File: src/rtl/ccff_loader_pkg.sv
// Shared types and CRC-16-CCITT helpers for the ccff chain loader.
package ccff_loader_pkg;

    typedef enum logic [1:0] {
        ST_IDLE,
        ST_LOAD,
        ST_VERIFY,
        ST_CHECK
    } loader_state_e;

    localparam logic [15:0] CRC16_POLY = 16'h1021;
    localparam logic [15:0] CRC16_INIT = 16'hFFFF;

    // One bit-serial CRC step, MSB feedback, no reflection.
    function automatic logic [15:0] crc16_next(input logic [15:0] crc, input logic din);
        logic fb;
        fb = crc[15] ^ din;
        return {crc[14:0], 1'b0} ^ (fb ? CRC16_POLY : 16'h0000);
    endfunction

endpackage

File: src/rtl/ccff_crc16_serial.sv
// Bit-serial CRC-16-CCITT accumulator with synchronous clear (clear beats enable).
module ccff_crc16_serial
    import ccff_loader_pkg::*;
(
    input  logic        clk,
    input  logic        clear_i,
    input  logic        enable_i,
    input  logic        bit_i,
    output logic [15:0] crc_o
);

    logic [15:0] crc_q;
    logic [15:0] crc_d;

    always_comb begin
        crc_d = crc_q;
        if (clear_i) begin
            crc_d = CRC16_INIT;
        end else if (enable_i) begin
            crc_d = crc16_next(crc_q, bit_i);
        end
    end

    always_ff @(posedge clk) begin
        crc_q <= crc_d;
    end

    assign crc_o = crc_q;

endmodule

File: src/rtl/ccff_chain_loader.sv
// Serial loader for the CLB ccff chain: shifts host words in LSB-first, then
// rotates the chain once and checks a CRC of the read-back against the load.
module ccff_chain_loader
    import ccff_loader_pkg::*;
#(
    parameter int CHAIN_LEN = 20,
    parameter int WORD_W    = 8
) (
    input  logic                             prog_clk,
    input  logic                             pReset_n,
    input  logic                             start,
    input  logic                             abort,
    input  logic [WORD_W-1:0]                word_data,
    input  logic                             word_valid,
    output logic                             word_ready,
    output logic                             ccff_head,
    input  logic                             ccff_tail,
    output logic                             config_enable,
    output logic                             busy,
    output logic                             done,
    output logic                             error,
    output logic [$clog2(CHAIN_LEN+1)-1:0]   bit_count
);

    localparam int CNT_W = $clog2(CHAIN_LEN + 1);
    localparam int RES_W = $clog2(WORD_W + 1);
    localparam logic [CNT_W-1:0] LEN_CNT = CNT_W'(CHAIN_LEN);
    localparam logic [CNT_W-1:0] LAST_CNT = CNT_W'(CHAIN_LEN - 1);

    loader_state_e     state_q, state_d;
    logic [CNT_W-1:0]  bitCount_q, bitCount_d;
    logic [WORD_W-1:0] shift_q, shift_d;
    logic [RES_W-1:0]  resid_q, resid_d;
    logic              wordReady_q, wordReady_d;
    logic              head_q, head_d;
    logic              cfgEn_q, cfgEn_d;
    logic              busy_q, busy_d;
    logic              done_q, done_d;
    logic              error_q, error_d;

    logic              crcClear;
    logic              crcMatch;
    logic [15:0]       loadCrc;
    logic [15:0]       verifyCrc;

    ccff_crc16_serial load_crc (
        .clk      (prog_clk),
        .clear_i  (crcClear || !pReset_n),
        .enable_i ((state_q == ST_LOAD) && (resid_q != '0)),
        .bit_i    (shift_q[0]),
        .crc_o    (loadCrc)
    );

    ccff_crc16_serial verify_crc (
        .clk      (prog_clk),
        .clear_i  (crcClear || !pReset_n),
        .enable_i (state_q == ST_VERIFY),
        .bit_i    (ccff_tail),
        .crc_o    (verifyCrc)
    );

    // The last tail bit is folded in here so done/error can be registered on the final verify edge.
    assign crcMatch = (loadCrc == crc16_next(verifyCrc, ccff_tail));

    always_comb begin
        state_d    = state_q;
        bitCount_d = bitCount_q;
        shift_d    = shift_q;
        resid_d    = resid_q;
        error_d    = error_q;
        done_d     = 1'b0;
        crcClear   = 1'b0;

        case (state_q)
            ST_IDLE: begin
                if (start) begin
                    state_d    = ST_LOAD;
                    bitCount_d = '0;
                    error_d    = 1'b0;
                    shift_d    = '0;
                    resid_d    = '0;
                    crcClear   = 1'b1;
                end
            end
            ST_LOAD: begin
                if (resid_q != '0) begin
                    shift_d = shift_q >> 1;
                    resid_d = resid_q - RES_W'(1);
                    if (bitCount_q == LAST_CNT) begin
                        // Chain full: drop whatever is left of the final word.
                        state_d    = ST_VERIFY;
                        bitCount_d = '0;
                        resid_d    = '0;
                        shift_d    = '0;
                    end else begin
                        bitCount_d = bitCount_q + CNT_W'(1);
                    end
                end else if (word_valid && wordReady_q) begin
                    shift_d = word_data;
                    resid_d = RES_W'(WORD_W);
                end
            end
            ST_VERIFY: begin
                bitCount_d = bitCount_q + CNT_W'(1);
                if (bitCount_q == LAST_CNT) begin
                    state_d = ST_CHECK;
                    done_d  = crcMatch;
                    error_d = error_q | !crcMatch;
                end
            end
            ST_CHECK: begin
                state_d = ST_IDLE;
            end
            default: begin
                state_d = ST_IDLE;
            end
        endcase

        if (abort) begin
            state_d  = ST_IDLE;
            shift_d  = '0;
            resid_d  = '0;
            error_d  = error_q;
            done_d   = 1'b0;
            crcClear = 1'b0;
        end

        // Outputs are registered, so they are derived from the next state.
        busy_d      = (state_d == ST_LOAD) || (state_d == ST_VERIFY);
        cfgEn_d     = ((state_d == ST_LOAD) && (resid_d != '0)) || (state_d == ST_VERIFY);
        head_d      = (state_d == ST_LOAD) && (resid_d != '0) && shift_d[0];
        wordReady_d = (state_d == ST_LOAD) && (resid_d == '0) && (bitCount_d < LEN_CNT);
    end

    always_ff @(posedge prog_clk) begin
        if (!pReset_n) begin
            state_q     <= ST_IDLE;
            bitCount_q  <= '0;
            shift_q     <= '0;
            resid_q     <= '0;
            wordReady_q <= 1'b0;
            head_q      <= 1'b0;
            cfgEn_q     <= 1'b0;
            busy_q      <= 1'b0;
            done_q      <= 1'b0;
            error_q     <= 1'b0;
        end else begin
            state_q     <= state_d;
            bitCount_q  <= bitCount_d;
            shift_q     <= shift_d;
            resid_q     <= resid_d;
            wordReady_q <= wordReady_d;
            head_q      <= head_d;
            cfgEn_q     <= cfgEn_d;
            busy_q      <= busy_d;
            done_q      <= done_d;
            error_q     <= error_d;
        end
    end

    // During the read-back rotation the tail is looped straight to the head.
    assign ccff_head     = (state_q == ST_VERIFY) ? ccff_tail : head_q;
    assign word_ready    = wordReady_q;
    assign config_enable = cfgEn_q;
    assign busy          = busy_q;
    assign done          = done_q;
    assign error         = error_q;
    assign bit_count     = bitCount_q;

endmodule
File: config.mk
export PLATFORM = sky130hd
export DESIGN_NAME = ccff_chain_loader
export DESIGN_NICKNAME = d
export VERILOG_FILES = /design/src/rtl/ccff_loader_pkg.sv /design/src/rtl/ccff_crc16_serial.sv /design/src/rtl/ccff_chain_loader.sv
export SDC_FILE = /design/constraint.sdc
export NUM_CORES = 1
export LEC_CHECK = 0
export CAP_MARGIN = 20
export CORE_MARGIN = 2
export CORE_UTILIZATION = 54
export CTS_BUF_LIST = sky130_fd_sc_hd__clkbuf_16
export CTS_CLUSTER_DIAMETER = 50
export DETAILED_ROUTE_END_ITERATION = 12
export PLACE_DENSITY = 0.75
export SLEW_MARGIN = 20
export SYNTH_ARGS = -nofsm -noshare
export SYNTH_HDL_FRONTEND = slang
export SYNTH_HIERARCHICAL = 1
export SYNTH_SLANG_ARGS = --single-unit
export TNS_END_PERCENT = 1
File: constraint.sdc
create_clock -name prog_clk -period 3.2 [get_ports prog_clk]
set_clock_uncertainty 0.15 [all_clocks]
set_input_delay 0.64 -clock prog_clk [delete_from_list [all_inputs] [get_ports prog_clk]]
set_output_delay 0.64 -clock prog_clk [all_outputs]
set_load 0.005 [all_outputs]
# Word-level counts from Yosys, hierarchy flattened
# Index checks and enable logic that the tools add are counted.
# totals
register_bits,57
latchBits,0
ramBits,0
romBits,0
inputBits,14
n_memories,0
# classes
n_addsub,2
multipliers,0
n_div,0
n_lt_le_gt_ge,1
n_eq_ne,10
shift,0
n_mux,31
bitwise,9
reduce_logical,21
# ops
cell,count
bitwise XOR 16 bit,2
2-to-1 mux 13 bit,2
2-to-1 mux 8 bit,3
2-to-1 mux 4 bit,5
equality test 16 bit,1
one-hot mux 8 bit (2 select lines),1
2-to-1 mux 5 bit,3
one-hot mux 5 bit (3 select lines),1
2-to-1 mux 2 bit,5
one-hot mux 2 bit (4 select lines),1
one-hot mux 4 bit (2 select lines),1
nonzero test 4 bit,2
2-to-1 mux 1 bit,7
2-to-1 mux 7 bit,1
equality test 2 bit (second input constant),3
logical AND 1 bit,6
adder 5 x 1 -> 5 bit (second input constant),1
equality test 5 bit (second input constant),1
less-than comparator 5 bit (second input constant),1
equality test 2 x 1 -> 1 bit (second input constant),2
logical NOT 4 bit,1
inequality test 2 bit (second input constant),2
inverter 1 bit,4
AND reduction 4 bit,1
12 further kinds,17

# Logic depth before layout (Yosys ltp)
# Gate-level depths: netlist of the first run.
# logic_depth
depth_word,8
mapped_depth,10
mapped_depth_nobuf,10

# Cells and area by module
# Netlist of the first run, hierarchy kept.
# modules_own_cells
mod,instances,cells_per_inst,area_each_um2,seq_area_each_um2
ccff_chain_loader,1,171,1506.4,500.5
ccff_crc16_serial,2,56,643.1,320.3

# Worst setup path after synthesis of the first run
# No wires, ideal clock.
# synth_path
path_type,input to register
from,input port ccff_tail
to,register error_q (netlist: error)
arrival_ps,1859
path_slack_ps,1062
stages,5
path_buffers,0
path_cell_list,xor2_1 -> or3_1 -> a2111oi_0 -> a311o_1 -> a21oi_1
# synth_between
elab_chain_cells,8
# synth_rtl
item,line_no,source
"start, declared",ccff_chain_loader.sv:17,"input logic ccff_tail,"
bitwise XOR 1 bit,ccff_loader_pkg.sv:17,fb = crc[15] ^ din;
2-to-1 mux 13 bit,ccff_loader_pkg.sv:18,"return {crc[14:0], 1'b0} ^ (fb ? CRC16_POLY : 16'h0000);"
bitwise XOR 16 bit,n/a,
equality test 16 bit,ccff_chain_loader.sv:63,"assign crcMatch = (loadCrc == crc16_next(verifyCrc, ccff_tail));"
logical NOT 1 bit,ccff_chain_loader.sv:108,error_d = error_q | !crcMatch;
bitwise OR 1 bit,ccff_chain_loader.sv:108,
2-to-1 mux 1 bit,ccff_chain_loader.sv:105,if (bitCount_q == LAST_CNT) begin
one-hot mux 1 bit (2 select lines),ccff_chain_loader.sv:74,case (state_q)
"end signal, assigned",ccff_chain_loader.sv:157,error_q <= error_d;
"end, declared",ccff_chain_loader.sv:39,"logic error_q, error_d;"
# Every way passes these cells. The select of a mux whose other input is x is not followed.
# A chain may end at the register's enable or synchronous reset.

# Final worst setup path of the first run
# layout_path
from,input port ccff_tail
to,output port ccff_head
# layout_between
elab_chain_cells,1
# layout_rtl
item,line_no,source
2-to-1 mux 1 bit,ccff_chain_loader.sv:162,assign ccff_head = (state_q == ST_VERIFY) ? ccff_tail : head_q;
"end, declared",ccff_chain_loader.sv:16,"output logic ccff_head,"
# Every way passes these cells.

==> reports/qor.csv, run 1 <==
stage,metric,value,unit
run_status,outcome,"complete, no violations",
worst_setup_path,Crit Path Class,in -> out,
timing,RSZ-0062 raised after global routing,false,
hold_path,Worst Hold Launch,error,
finish,NumNets Final,323,
job,number of max-cap violations,0,
logic_synthesis,post-synthesis compound-gate area fraction,20.6,%
routing,drt first pass iters,4,
finish,Area Overhead vs Synth,19.3,%
power_and_ir_drop,leakage power,1.23,nW
routing,vias per cell,5.56,
power_and_ir_drop,switching share of power,21.4,%
timing,Final Cycle Share,83.2,%
clock_network,H-tree Lvls,3,
clock_network,Max Buffers Root-to-Sink,2,
logic_synthesis,XOR/XNOR Fraction of Synth Area,9.99,%
clock_network,Sink Count,57,
logic_synthesis,Synth Warn #,6,
finish,share of cells above drive strength 1,10.6,%
hold_path,Min-Delay Path Class,reg -> reg,
power_and_ir_drop,power share of the combinational group,4.2,%
logic_synthesis,"Seq/Total Area, Yosys",40.9,%
routing,drt total wl,5.55,mm
worst_setup_path,Startpoint Class,input port,
power_and_ir_drop,Clk pwr share,50.8,%
clock_network,hold buffers post-CTS,0,
power_and_ir_drop,share of power burned in registers,45.0,%
worst_setup_path,Worst path top cell family by delay,buffers and inverters,
clock_network,Num CTS Buffers,9,
worst_setup_path,R2R Path End,config_enable,
logic_synthesis,ys flop type,dfxtp_1,
clock_network,CTS tree,done,
timing,Final Slew Violations,0,
power_and_ir_drop,switching pwr,342,µW
routing,drt wl/cell,14.6,µm
finish,multi-input logic area,1540,µm²
worst_setup_path,Critical Path AT,1.87,ns
power_and_ir_drop,power density over the cells,478,nW/µm²
timing,Final Hold Slack,0.309,ns
finish,register area,1140,µm²
die,Placement Rows,26,
logic_synthesis,Synth Cell Area,2790,µm²
timing,final hold vios,0,
worst_setup_path,"critical path, cell by cell",clkdlybuf4s50_1 -> nand2_1 -> nand2_1 -> clkdlybuf4s50_1,
routing,Remaining DRCs,0,
logic_synthesis,Synth Area in Simple Gates,21.9,%
timing,# setup viols final,0,
placed_design,hpwl dp,3.74,mm
die,Die Ht,75.9,µm
routing,vias post-DR,2113,
worst_setup_path,r2r startpoint,bit_count[0],
timing,Achievable Freq,376,MHz
global_routing,initial antenna violation count,0,
power_and_ir_drop,Power Internal,1.25,mW
logic_synthesis,"FFs w/ async S/R, synth",0,%
clock_network,postcts setup bufs,0,
worst_setup_path,Worst Path Required,2.41,ns
die,core area,5040,µm²
die,I/O pins,25,
placed_design,routability cong.,0.777,
logic_synthesis,Post-synth EDFFs,0,
die,initial core utilization,55.4,%
worst_setup_path,max incr delay on CP,0.59,ns
finish,final core utilization,66.1,%
timing,worst slew pin tran,0.581,ns
logic_synthesis,Mapped Avg Cell Area,9.87,µm²
die,Die W,75.9,µm
clock_network,Clock Pin Slew Worst Setup and Hold Paths,0.05,ns
timing,Period minus WS final,2.66,ns
logic_synthesis,Adder-Cell Fraction of Synth Area,1.79,%
timing,Slew HR,61.2,%
logic_synthesis,syn nets,301,
global_routing,number of global-route vias before repair,2003,
logic_synthesis,post-synthesis mux area share,0.717,%
routing,Final ANT Viol Nets,0,
global_routing,global-route wire length before repair,9.39,mm
routing,First DRT Iteration DRCs,181,
logic_synthesis,Mapped Cells,283,
worst_setup_path,worst reg2reg setup slack,0.84,ns
power_and_ir_drop,maximum vdd ir drop,0.000301,V
logic_synthesis,Yosys reg bits,57,
timing,Fin Setup TNS,0,ns
clock_network,"Clk Latency, worst-skew pair",0.32,ns
worst_setup_path,"Max FO, Critical Path",5,
global_routing,gr ovfl total,0,
worst_setup_path,Worst Reg-to-Reg Cells,6,
finish,antenna cells,0,
clock_network,post-cts repair resize count,0,
global_routing,largest net degree at the start of global routing,34,
logic_synthesis,Synth cell types,54,
clock_network,root buf cell,clkbuf_16,
die,die area,5760,µm²
hold_path,WHS Path Cells,2,
logic_synthesis,largest family of logic cells by synthesized area,simple AND/OR/NAND/NOR gates,
worst_setup_path,Setup crit end kind,output pin,
global_routing,GRT Util Overall,20.0,%
worst_setup_path,Critical Path Slowest Stage Cell,clkdlybuf4s50_1,
placed_design,port buffer count,24,
hold_path,Worst Hold End,error,
worst_setup_path,CP Buf/Inv Count,2,
finish,# fillers,418,
==> final cells by class <==
class	count	area share [%]
clock buffer	9	6.76
clock inverter	7	0.902
inverter	9	1.01
multi-input combinational	200	46.3
sequential	57	34.3
tap	70	2.63
timing repair buffer	28	8.11
==> layout by cell type (no fill, tap or decap), types with 2 or more instances in the layout <==
cell type	synthesis	final
a22oi_1	2	2
a31o_2	2	2
clkdlybuf4s50_1	0	24
clkinv_2	0	3
dfxtp_1	57	57
a21oi_1	7	7
or3_1	2	2
nand4_1	4	4
nor2b_1	35	35
and3_1	2	2
or2_2	2	2
inv_1	8	10
nor3_1	7	7
nand2_1	10	10
xor3_1	4	4
buf_4	1	4
clkinv_1	1	3
mux2i_1	2	2
a211o_1	33	33
nor2b_2	2	2
xnor2_1	11	11
nand2b_1	4	4
ha_1	4	4
nor2_1	17	16
xor2_1	10	10
nand3_1	4	4
and2_1	3	3
clkbuf_16	0	9
a222oi_1	6	6
==> flip-flops by register name, indices dropped and copies added (netlist names) <==
signal and cells:
load_crc/crc_o 16, verify_crc/crc_o 16, shift_q 8, bit_count 5, resid_q 4, state_q 2, busy 1, config_enable 1
done 1, error 1, head_q 1, word_ready 1
==> routing by layer <==
metal	share of wire, %	global-route usage (%)	vias up
met2	46	30.4	32
met1	51	28.2	1004
met4	1.1	8.73	0
met3	2.2	3.33	5
met5	0	0	-
li1	-	-	1072
==> kinds of logic after synthesis <==
family	count (synthesis)
simple gates	102
compound gates	67
flops	57
buf+inv	26
xor+xnor	25
fa+ha+maj	4
mux	2
==> power groups by stage <==
stage / combinational, mW / clock [mW] / sequential (mW)
after floorplan: 0.0368 / 0 / 0.730
after global placement: 0.0660 / 0 / 0.731
after detailed placement: 0.0667 / 0 / 0.731
after CTS: 0.0674 / 0.820 / 0.717
after global routing: 0.0734 / 0.856 / 0.717
final: 0.0668 / 0.809 / 0.717
==> metrics by stage <==
stage	setup WS (ns)	cell area, µm²	total power [mW]	std cells
finish	0.538	3330	1.59	380
floorplan	1.06	2790	0.767	283
global placement	0.394	3080	0.797	364
global route	0.384	3330	1.65	380
detailed placement	0.361	3080	0.798	364
CTS	0.527	3330	1.60	380
==> how the worst max path moves through the flow <==
stage | startpoint | endpoint | slack, ns | cells after the start
5_1_grt | state_q[0] | ccff_head | 0.38 | 5
3_5_place_dp | ccff_tail | error | 0.36 | 6
2_1_floorplan | ccff_tail | error | 1.06 | 5
3_3_place_gp | ccff_tail | error | 0.39 | 6
4_1_cts | ccff_tail | ccff_head | 0.53 | 4
6_report | ccff_tail | ccff_head | 0.54 | 4
==> synth_stat cells (5+ instances only) <==
library cell | n | share of area [%]
a211o_1 | 33 | 10
a21oi_1 | 7 | 1.3
a222oi_1 | 6 | 2.2
buf_2 | 11 | 2.0
clkbuf_1 | 5 | 0.67
dfxtp_1 | 57 | 41
inv_1 | 8 | 1.1
nand2_1 | 10 | 1.3
nor2_1 | 17 | 2.3
nor2b_1 | 35 | 7.8
nor3_1 | 7 | 1.3
xnor2_1 | 11 | 3.4
xor2_1 | 10 | 3.1
==> worst reg2reg max path: stages, from the launching register on <==
cell	delay [ns]
dfxtp_1	0.38
ha_1	0.28
and4bb_1	0.46
nor3_4	0.15
a221oi_2	0.30
nand4_1	0.22
a32o_1	0.32
Power figures use the tool's default switching activity.
==> inputs of run 2 (changes only) <==
- clock period: 3.2 -> 2.7 ns (I/O delays scaled with it)
==> reports/qor.csv, run 2 (synthesis gave the netlist of run 1 again) <==
stage,metric,value,unit
run_status,outcome,"complete, no violations",
clock_network,"Clk Latency, worst-skew pair",0.31,ns
finish,most frequent cells in the layout,"dfxtp_1 (57), nor2b_1 (35), a211o_1 (33)",
placed_design,hpwl dp,3.80,mm
timing,worst slew pin tran,0.562,ns
worst_setup_path,Startpoint Class,input port,
worst_setup_path,Worst Path Required,2.01,ns
routing,vias per cell,5.61,
clock_network,Max Buffers Root-to-Sink,2,
routing,Remaining DRCs,0,
power_and_ir_drop,maximum vdd ir drop,0.000409,V
routing,drt total wl,5.45,mm
timing,Achievable Freq,409,MHz
die,Placement Rows,26,
routing,vias post-DR,2150,
placed_design,port buffer count,24,
finish,multi-input logic area,1540,µm²
power_and_ir_drop,power density over the cells,558,nW/µm²
worst_setup_path,"Max FO, Critical Path",4,
routing,First DRT Iteration DRCs,123,
clock_network,Num CTS Buffers,9,
clock_network,Sink Count,57,
power_and_ir_drop,leakage power,1.24,nW
clock_network,hold buffers post-CTS,0,
timing,# setup viols final,0,
clock_network,root buf cell,clkbuf_16,
routing,drt first pass iters,4,
die,Die Ht,75.9,µm
timing,Slew HR,62.3,%
finish,share of cells above drive strength 1,11.2,%
timing,Period minus WS final,2.44,ns
timing,RSZ-0062 raised after global routing,false,
finish,NumNets Final,326,
worst_setup_path,Crit Path Class,in -> out,
die,Die W,75.9,µm
global_routing,initial antenna violation count,0,
finish,register area,1140,µm²
clock_network,H-tree Lvls,3,
worst_setup_path,max incr delay on CP,0.49,ns
power_and_ir_drop,switching share of power,20.8,%
die,initial core utilization,55.4,%
finish,antenna cells,0,
finish,Area Overhead vs Synth,20.0,%
placed_design,routability cong.,0.791,
clock_network,post-cts repair resize count,0,
die,I/O pins,25,
global_routing,largest net degree at the start of global routing,34,
placed_design,placed cell count,367,
global_routing,global-route wire length before repair,9.32,mm
finish,# fillers,408,
worst_setup_path,Worst path top cell family by delay,buffers and inverters,
worst_setup_path,CP Buf/Inv Count,3,
clock_network,postcts setup bufs,0,
power_and_ir_drop,share of power burned in registers,45.5,%
finish,"most common cell after layout, fill and taps aside",dfxtp_1,
finish,non-filler instance count after layout,383,
hold_path,Min-Delay Path Class,reg -> reg,
global_routing,gr ovfl total,0,
timing,final hold vios,0,
global_routing,GRT Util Overall,19.9,%
routing,drt wl/cell,14.2,µm
routing,Final ANT Viol Nets,0,
worst_setup_path,Critical Path AT,1.75,ns
worst_setup_path,Setup crit end kind,output pin,
power_and_ir_drop,Power Internal,1.48,mW
power_and_ir_drop,Clk pwr share,50.2,%
timing,Final Cycle Share,90.6,%
timing,Final Slew Violations,0,
worst_setup_path,Critical Path Slowest Stage Cell,clkdlybuf4s50_1,
clock_network,CTS tree,done,
die,die area,5760,µm²
clock_network,Clock Pin Slew Worst Setup and Hold Paths,0.05,ns
timing,Fin Setup TNS,0,ns
die,core area,5040,µm²
global_routing,number of global-route vias before repair,1992,
power_and_ir_drop,switching pwr,388,µW
job,number of max-cap violations,0,
power_and_ir_drop,power share of the combinational group,4.3,%
worst_setup_path,"critical path, cell by cell",clkdlybuf4s50_1 -> buf_4 -> nand2_1 -> nand2_1 -> clkdlybuf4s50_1,
[run 2: changes by cell type in the layout (fill, tap and decap cells not counted)]
| cell | previous run | this run |
|---|---|---|
| inv_1 | 10 | 9 |
| buf_4 | 4 | 7 |
| clkinv_1 | 3 | 5 |
| clkinv_2 | 3 | 2 |
[run 2: final timing paths]
kind                      from            end  slack, ns  cells past startpoint
setup / recovery     ccff_tail      ccff_head       0.26                      5
hold / removal           error          error       0.31                      2
hold reg to reg          error          error       0.31                      2
setup reg to reg  bit_count[0]  config_enable       0.33                      6
[run 2: cell type report]
| cell class | instances | share of cell area, % |
|---|---|---|
| Inverter | 9 | 1.01 |
| Clock buffer | 9 | 6.72 |
| Clock inverter | 7 | 0.859 |
| Tap cell | 70 | 2.61 |
| Timing Repair Buffer | 31 | 8.73 |
| Multi-Input combinational cell | 200 | 46.0 |
| Sequential cell | 57 | 34.0 |
[run 2: metrics by stage]
stage / worst slack, ns / util [%] / power [mW] / area [µm²] / hold WS [ns]
global route: 0.146 / 66.5 / 1.94 / 3350 / 0.343
finish: 0.255 / 66.5 / 1.87 / 3350 / 0.308
CTS: 0.248 / 66.5 / 1.89 / 3350 / 0.305
floorplan: 0.572 / - / 0.909 / 2790 / 0.292
detailed placement: 0.0769 / 61.4 / 0.947 / 3100 / 0.297
global placement: 0.141 / 61.4 / 0.946 / 3100 / 0.298
[run 2: worst register-to-register path: cells and delay by family, from the launching register on]
family	cells	cell delay (ns)
adder cells (fa/ha/maj)	1	0.29
AO/OA/AOI/OAI	2	0.61
flip-flops	1	0.38
AND/OR/NAND/NOR	3	0.84
[run 2: layer usage]
layer  wire [µm]  global-route usage, %  vias up  share of wire (%)
met5           0                      0        -                  0
met4          91                   8.18        0                1.7
met3         221                   3.81        9                4.1
met2        2410                   30.2       51                 44
met1        2730                   27.9     1003                 50
li1            -                      -     1087                  -
[run 2: power groups by stage]
stage	registers (mW)	logic (mW)	clock network (mW)
floorplan	0.865	0.0436	0
CTS	0.850	0.0805	0.960
global route	0.849	0.0887	1.01
detailed placement	0.866	0.0806	0
global placement	0.866	0.0800	0
finish	0.850	0.0803	0.940
==> inputs of run 3 (changes only) <==
- CORE_UTILIZATION: 54 -> 25
- PLACE_DENSITY: 0.75 -> default
==> reports/qor.csv, run 3 (synthesis gave the netlist of run 1 again) <==
stage,metric,value,unit
worst_setup_path,Crit Path Class,reg -> out,
finish,non-filler instance count after layout,451,
placed_design,port buffer count,24,
global_routing,gr ovfl total,0,
global_routing,largest net degree at the start of global routing,34,
worst_setup_path,"Max FO, Critical Path",11,
clock_network,Sink Count,57,
timing,worst slew pin tran,0.574,ns
global_routing,GRT Util Overall,10.4,%
global_routing,number of global-route vias before repair,1942,
routing,First DRT Iteration DRCs,127,
routing,vias post-DR,2156,
clock_network,hold buffers post-CTS,0,
finish,share of cells above drive strength 1,11.9,%
routing,Final ANT Viol Nets,0,
die,die area,12000,µm²
finish,NumNets Final,325,
hold_path,Worst Hold Launch,error,
worst_setup_path,R2R Path End,config_enable,
timing,# setup viols final,0,
die,Die Ht,110,µm
timing,RSZ-0062 raised after global routing,false,
placed_design,placed cell count,436,
finish,# fillers,1102,
die,I/O pins,25,
timing,Period minus WS final,2.53,ns
clock_network,Clock Pin Slew Worst Setup and Hold Paths,0.06,ns
clock_network,Max Buffers Root-to-Sink,2,
routing,Remaining DRCs,0,
placed_design,hpwl dp,4.11,mm
clock_network,postcts setup bufs,0,
die,initial core utilization,25.6,%
finish,Area Overhead vs Synth,24.9,%
worst_setup_path,Critical Path AT,1.84,ns
worst_setup_path,Setup crit end kind,output pin,
placed_design,routability cong.,0.778,
clock_network,"Clk Latency, worst-skew pair",0.32,ns
worst_setup_path,Worst Reg-to-Reg Cells,6,
worst_setup_path,Worst Path Required,2.01,ns
hold_path,Worst Hold End,error,
timing,Final Hold Slack,0.296,ns
clock_network,H-tree Lvls,3,
job,number of max-cap violations,0,
timing,final hold vios,0,
power_and_ir_drop,maximum vdd ir drop,0.000286,V
global_routing,initial antenna violation count,0,
clock_network,post-cts repair resize count,0,
finish,antenna cells,0,
timing,Final Slew Violations,0,
clock_network,CTS tree,done,
die,Die W,110,µm
clock_network,Num CTS Buffers,9,
power_and_ir_drop,leakage power,1.25,nW
hold_path,WHS Path Cells,2,
routing,drt wl/cell,13.1,µm
worst_setup_path,r2r startpoint,bit_count[0],
timing,Slew HR,61.5,%
hold_path,Min-Delay Path Class,reg -> reg,
worst_setup_path,worst reg2reg setup slack,0.29,ns
timing,Achievable Freq,395,MHz
power_and_ir_drop,power density over the cells,605,nW/µm²
clock_network,root buf cell,clkbuf_16,
worst_setup_path,Startpoint Class,flop,
die,core area,10900,µm²
run_status,outcome,"complete, no violations",
finish,"most common cell after layout, fill and taps aside",dfxtp_1,
timing,Fin Setup TNS,0,ns
die,Placement Rows,38,
finish,most frequent cells in the layout,"dfxtp_1 (57), nor2b_1 (35), a211o_1 (33)",
timing,Final Cycle Share,93.8,%
global_routing,global-route wire length before repair,9.64,mm
routing,drt first pass iters,5,
routing,vias per cell,4.78,
routing,drt total wl,5.91,mm
-- run 3: changes by cell type in the layout (fill, tap and decap cells not counted), sizes merged --
| cell | previous run | this run |
|---|---|---|
| buf | 7 | 6 |
| bufinv | 0 | 2 |
| clkinv | 7 | 3 |
| clkinvlp | 0 | 2 |
| inv | 9 | 8 |
-- run 3: power by group --
part           internal (mW)  switching [mW]
Sequential             0.846         0.00337
Clock                  0.796           0.382
Combinational         0.0384          0.0442
Total                   1.68           0.430
-- run 3: how the worst max path moves through the flow --
| stage | from | end | slack, ns | cells after the start |
|---|---|---|---|---|
| 2_1_floorplan | resid_q[0] | config_enable | 0.57 | 8 |
| 4_1_cts | state_q[0] | ccff_head | 0.17 | 5 |
| 5_1_grt | state_q[0] | ccff_head | 0.04 | 5 |
| 6_report | state_q[0] | ccff_head | 0.17 | 5 |
| 3_5_place_dp | ccff_tail | error | 0.09 | 6 |
| 3_3_place_gp | ccff_tail | error | 0.12 | 6 |
-- run 3: cell type report --
cell class | instances | area (µm²) | share of cell area [%]
clock buffer | 9 | 225 | 6.46
clock inverter | 6 | 83.8 | 2.40
inverter | 9 | 33.8 | 0.969
multi-input combinational | 200 | 1540 | 44.2
sequential | 57 | 1140 | 32.7
tap | 140 | 175 | 5.02
timing repair buffer | 30 | 285 | 8.18
-- run 3: metal layers --
| metal | GRT usage, % | routed length [µm] | up-vias |
|---|---|---|---|
| met5 | 0 | 0 | - |
| met4 | 5.06 | 63 | 0 |
| met3 | 2.37 | 279 | 4 |
| met2 | 14.6 | 2550 | 46 |
| met1 | 14.8 | 3020 | 1024 |
| li1 | - | - | 1082 |
-- run 3: metrics by stage --
step,power [mW],area [µm²],util (%),worst slack (ns)
after floorplan,0.909,2790,-,0.572
after global placement,0.948,3180,29.2,0.124
after detailed placement,0.949,3180,29.2,0.0855
after CTS,2.14,3490,32.0,0.168
after global routing,2.19,3490,32.0,0.0442
final,2.11,3490,32.0,0.167
-- run 3: critical path, cell delays in order, from the launching register on --
cell             delay [ns]
dfxtp_1                0.51
nand2b_1               0.24
clkinv_1               0.18
nand2_1                0.10
nand2_1                0.05
clkdlybuf4s50_1        0.43
